$ cat src/rtl/mode3_exp_ctrl.sv
// Control for the two-stage mode3_exp datapath: valid/ready handshake, stage enables,
// occupancy tracking with backpressure, and row counting from start to done.
module mode3_exp_ctrl #(
    parameter int CNT_W = 10
) (
    input  logic             clk,
    input  logic             reset,
    input  logic             start,
    input  logic [CNT_W-1:0] row_len,
    input  logic             in_valid,
    output logic             in_ready,
    output logic             out_valid,
    input  logic             out_ready,
    output logic             out_last,
    output logic             stage_run2,
    output logic             stage_run,
    output logic             dp_reset,
    output logic             busy,
    output logic             done
);

    // state   | meaning
    // S_IDLE  | waiting for start; row_len sampled with start
    // S_RUN   | accepting input beats until in_rem reaches 0
    // S_DRAIN | all beats accepted; emptying stages A and B
    // S_DONE  | one-cycle done pulse, then back to idle
    typedef enum logic [1:0] {S_IDLE, S_RUN, S_DRAIN, S_DONE} state_t;

    state_t           state;
    state_t           state_nxt;
    logic             v_a;
    logic             v_b;
    logic [CNT_W-1:0] in_rem;
    logic [CNT_W-1:0] out_rem;
    logic             adv_a;
    logic             adv_b;
    logic             out_fire;

    always_comb begin
        // Enables are gated with reset so the datapath never moves while it is being cleared.
        adv_b     = reset & v_a & (~v_b | out_ready);
        in_ready  = reset & (state == S_RUN) & (in_rem != '0) & (~v_a | adv_b);
        adv_a     = in_valid & in_ready;
        out_fire  = v_b & out_ready;
        state_nxt = state;
        case (state)
            S_IDLE:  if (start) state_nxt = (row_len == '0) ? S_DONE : S_RUN;
            S_RUN:   if (adv_a && in_rem == CNT_W'(1)) state_nxt = S_DRAIN;
            S_DRAIN: if (out_fire && out_rem == CNT_W'(1)) state_nxt = S_DONE;
            S_DONE:  state_nxt = S_IDLE;
            default: state_nxt = S_IDLE;
        endcase
    end

    always_ff @(posedge clk) begin
        if (!reset) begin
            state   <= S_IDLE;
            v_a     <= 1'b0;
            v_b     <= 1'b0;
            in_rem  <= '0;
            out_rem <= '0;
        end else begin
            state <= state_nxt;
            v_a   <= adv_a | (v_a & ~adv_b);
            v_b   <= adv_b | (v_b & ~out_ready);
            if (state == S_IDLE && start) begin
                in_rem  <= row_len;
                out_rem <= row_len;
            end else begin
                if (adv_a) in_rem <= in_rem - CNT_W'(1);
                if (out_fire && out_rem != '0) out_rem <= out_rem - CNT_W'(1);
            end
        end
    end

    assign out_valid  = v_b;
    assign out_last   = v_b & (out_rem == CNT_W'(1));
    assign stage_run2 = adv_a;
    assign stage_run  = adv_b;
    assign dp_reset   = ~reset;
    assign busy       = (state != S_IDLE);
    assign done       = (state == S_DONE);

endmodule

$ cat config.mk
export PLATFORM = sky130hd
export DESIGN_NAME = mode3_exp_ctrl
export DESIGN_NICKNAME = d
export VERILOG_FILES = /design/src/rtl/mode3_exp_ctrl.sv
export SDC_FILE = /design/constraint.sdc
export NUM_CORES = 1
export LEC_CHECK = 0
export BUFFER_PORTS_ARGS = -buffer_cell sky130_fd_sc_hd__buf_2
export CAP_MARGIN = 30
export CELL_PAD_IN_SITES_DETAIL_PLACEMENT = 0
export CELL_PAD_IN_SITES_GLOBAL_PLACEMENT = 1
export CORE_UTILIZATION = 44
export DETAILED_ROUTE_END_ITERATION = 8
export PLACE_DENSITY = 0.83
export SYNTH_ARGS = -nofsm -noshare
export SYNTH_HDL_FRONTEND = slang
export SYNTH_SLANG_ARGS = --single-unit
$ cat constraint.sdc
create_clock -name clk -period 4.1 [get_ports clk]
set_input_delay 0 -clock clk [delete_from_list [all_inputs] [get_ports clk]]
set_output_delay 0 -clock clk [all_outputs]
set_load 0.02 [all_outputs]
# After elaboration in Yosys (flattened, before gate mapping)
# Index checks and enable logic that the tools add are counted.
[word_totals]
ff_bits = 24
input_bits = 15
out_inout_bits = 8
wordCells = 55
[op_classes]
n_addsub = 2
eq_ne = 8
muxes = 9
n_bitwise = 19
reduce_logical = 12
[ops]
columns = ["cell", "n"]
rows = [
  ["10-bit 2-to-1 mux", 4],
  ["10-bit by 1-bit equality test with 1-bit output, second input constant", 2],
  ["10-bit nonzero test", 2],
  ["10-bit by 1-bit subtractor with 10-bit output, second input constant", 2],
  ["1-bit bitwise AND", 10],
  ["10-bit logical NOT", 1],
  ["2-bit 2-to-1 mux", 4],
  ["2-bit case mux with 4 select lines", 1],
  ["2-bit nonzero test", 3],
  ["1-bit NOT", 5],
  ["2-bit equality test, second input constant", 2],
  ["1-bit logical AND", 4],
  ["2-bit != test, second input constant", 2],
  ["1-bit OR", 4],
  ["3-bit AND reduction", 1],
  ["2-bit by 1-bit equality test with 1-bit output, second input constant", 1],
  ["2-bit logical NOT", 1],
  ["2-bit by 1-bit != test with 1-bit output, second input constant", 1],
]

# Longest topological paths before layout
[depth]
ltp_word = 9
mapped_depth = 7
mapped_depth_nobuf = 7

# Worst setup path before layout
# Ideal clock, no wire load.
[synth_path]
kind = "register to register"
from = "register state[1]"
to = "register state[0]"
t_arrival_ns = 1.591
t_required_ns = 4.005
path_slack_ns = 2.414
stages_incl_launch_ff = 8
n_path_buf = 0
period_less_slack_ns = 1.686
cell_sequence = "dfxtp_1 > inv_1 > ha_1 > and3_1 > nand2_1 > o41ai_2 > nand2_1 > a221oi_1"
[synth_via]
elab_chain_len = 8
word_cells_on_any_way = 14
classes_between = "eq/ne: 6; mux: 1; bitwise: 4; reduce/logical: 3"
[synth_rtl]
columns = ["item", "line_no", "text"]
rows = [
  ["from (decl)", "29", "state_t state;"],
  ["from (signal assigned)", "63", "state <= state_nxt;"],
  ["2-bit by 1-bit equality test with 1-bit output", "42, 46", ""],
  ["1-bit bitwise AND (3 in series)", "42", "in_ready = reset & (state == S_RUN) & (in_rem != '0) & (~v_a | adv_b);"],
  ["1-bit bitwise AND", "43", "adv_a = in_valid & in_ready;"],
  ["1-bit logical AND", "48", "S_RUN: if (adv_a && in_rem == CNT_W'(1)) state_nxt = S_DRAIN;"],
  ["2-bit by 1-bit != test with 1-bit output (no source line)", "n/a", ""],
  ["3-bit AND reduction (no source line)", "n/a", ""],
]
# Several ways; a longest one is shown, not always the timed one.
# A chain may end at the register's enable or synchronous reset.

# Final worst setup path
[layout_path]
from = "register state[1]"
to = "register state[1]"
# The elaborated chain is that of the path after synthesis.

==> results.json <==
{
  "status": "finished, final reports clean",
  "clk_latency_ns": 0.31,
  "r2r-end": "state[1]",
  "area.sequential_sq_um": 480.5,
  "min_period_over_period": 0.4945,
  "antenna_found_initial": 0,
  "viasPerCell": 5.444,
  "grt_max_degree": 29,
  "ctsLongestPathBuffers": 2,
  "gr-total-overflow": 0,
  "setup_viol": 0,
  "synthFlopType": "dfxtp_1",
  "period_needed_ns": 2.028,
  "synth-edff-count": 0,
  "synth_top_area_share": 0.3316,
  "dp_hpwl_mm": 2.712,
  "r2r_start": "state[1]",
  "cp-end-kind": "flop",
  "syn_to_final_growth_pct": 13.90,
  "worst_pin_slew_ns": 0.7811,
  "pin_count": 23,
  "track_usage": 0.2172,
  "core_sq_um": 3078,
  "worstHoldPathCells": 3,
  "critical_path_required_ns": 4.33,
  "postCtsSetupBuffers": 0,
  "wl_per_cell_microns": 14.13,
  "leakagePower_nw": 0.6545,
  "synthTopCellsByCount": "24 x dfxtp_1, 18 x a21oi_1, 13 x nor2_1",
  "synth_cells": 173,
  "die_w_microns": 59.39,
  "path_clk_slew_ns": 0.14,
  "cts_root_buffer": "clkbuf_4",
  "dieHeight_microns": 59.39,
  "postCtsHoldBufs": 0,
  "cts_buffers": 3,
  "htree_levels": 1,
  "irDropWorstVdd_v": 0.0002606,
  "synth.distinct_cells": 35,
  "hold_violations": 0,
  "fin_util": 0.5362,
  "dr.first_iter.drc_count": 61,
  "diodes": 0,
  "slew_headroom": 0.4780,
  "min_to": "out_valid",
  "tns_ns": 0,
  "critPathKind": "reg -> reg",
  "rsz0062_at_grt": "no",
  "dpl_cell_area_sq_um": 1598,
  "min_path_type": "in -> reg",
  "gp_congestion": 0.7864,
  "rows": 20,
  "ant_nets": 0,
  "ys_warn_count": 0,
  "grt_pass1_vias": 1272,
  "fmax_ghz": 0.4932,
  "worstHoldStart": "out_ready",
  "multiInputGateArea_sq_um": 914.6,
  "vias": 1301,
  "synth-xor-area-share": 0.09067,
  "netlist_area_sq_um": 1449,
  "synthMuxAreaShare": 0.01036,
  "ys_seq_area_frac": 0.3316,
  "drt_pass1_iterations": 4,
  "power_density_nw_per_um2": 575.4,
  "crit_arrival_ns": 2.26,
  "nFillCells": 313,
  "synthesis.nets": 199,
  "drc": 0,
  "critPathLaunchType": "flop",
  "dieArea_sq_um": 3527,
  "max-cap-violations": 0,
  "synthAdderAreaFrac": 0.09499,
  "avgSynthCellArea_sq_um": 8.375,
  "yosys.area.top_type": "dfxtp_1",
  "worstRegToRegCells": 7,
  "synth_compound_area_frac": 0.1658,
  "nets": 222,
  "port-buffer-count": 22,
  "async_flop_share": 0,
  "synth_area_leaders": "dfxtp_1 33%, ha_1 9.5%, a21oi_1 6.2%",
  "slew_viol_final": 0,
  "path_max_fanout": 4,
  "synth.most_common_cell": "dfxtp_1",
  "final_area_sq_um": 1650,
  "ctsResizeCount": 0,
  "ys_seq_elements": 24,
  "ff2ff_setup_slack_ns": 2.07,
  "synth_top_family_by_area": "simple AND/OR/NAND/NOR gates",
  "finClkSkew_ns": 0.003777,
  "start_util": 0.4707,
  "finalWirelength_mm": 3.378,
  "synth-simple-area-share": 0.2694,
  "grt_pass1_wl_mm": 5.796,
  "cts_tree": "built",
  "clock-sinks": 24,
  "drive_above_1_share": 0.1692
}
## through the flow
| stage | worst slack [ns] | instances | total power (W) | hold WS [ns] |
|---|---|---|---|---|
| finish | 2.072 | 239 | 0.0009496 | 0.01648 |
| floorplan | 2.414 | 173 | 0.0006788 | 0.1048 |
| CTS | 2.066 | 239 | 0.0009533 | 0.01890 |
| global placement | 2.207 | 235 | 0.0007683 | 0.3490 |
| detailed placement | 2.099 | 235 | 0.0007797 | 0.3605 |
| global route | 1.905 | 239 | 0.001023 | 0.04131 |
## logic make-up (layout without fill, tap and decap cells)
kind of cell | after synthesis | count (layout)
buf+inv | 14 | 36
mux | 1 | 1
flops | 24 | 24
xor+xnor | 15 | 15
simple gates | 67 | 67
compound gates | 41 | 41
fa+ha+maj | 11 | 11
## sequential cells by signal, indices dropped and copies added (netlist names)
signal and flops:
in_rem 10, out_rem 10, state 2, out_valid 1, v_a 1
## where the power goes
group / internal (W) / leakage (nW) / total [W] / switching (W)
combinational: 0.000167 / 0.428 / 0.000410 / 0.000243
sequential: 0.000294 / 0.198 / 0.000367 / 0.0000721
clock: 0.0000987 / 0.0279 / 0.000173 / 0.0000746
## critical path, stage by stage, from the launching register on
cell	delay, ns
dfxtp_1	0.36
inv_1	0.12
ha_1	0.20
and3_1	0.23
nand2_1	0.13
o41ai_2	0.46
nand2_1	0.14
a221oi_1	0.31
## placed cells by master (no fill, tap or decap), drive strengths merged, types with 8 or more instances in the layout
| cell | instances |
|---|---|
| nand3 | 9 |
| ha | 11 |
| o21ai | 13 |
| dfxtp | 24 |
| inv | 10 |
| a21oi | 19 |
| buf | 22 |
| nor2 | 13 |
| xor2 | 8 |
| nand2 | 10 |
## worst max path at each step
stage	start	endpoint	slack [ns]	depth (start not counted)
3_3_place_gp	state[1]	state[1]	2.21	7
2_1_floorplan	state[1]	state[0]	2.41	7
6_report	state[1]	state[1]	2.07	7
4_1_cts	state[1]	state[1]	2.07	7
5_1_grt	state[0]	out_rem[5]	1.90	5
3_5_place_dp	state[1]	state[1]	2.10	7
## metal layers
| layer | part of all wire | global-route usage |
|---|---|---|
| met5 | 0 | 0 |
| met4 | 0.010 | 0.06463 |
| met3 | 0.038 | 0.03275 |
| met2 | 0.47 | 0.3547 |
| met1 | 0.48 | 0.2946 |
## final cells by class
cell class,instances,area share
multi-input cells,135,0.5542
clock buffers,3,0.01365
inverters,10,0.02274
clock inverters,1,0.01820
repair buffers,22,0.06672
well taps,44,0.03336
flip-flops and latches,24,0.2911
Power figures use the tool's default switching activity.
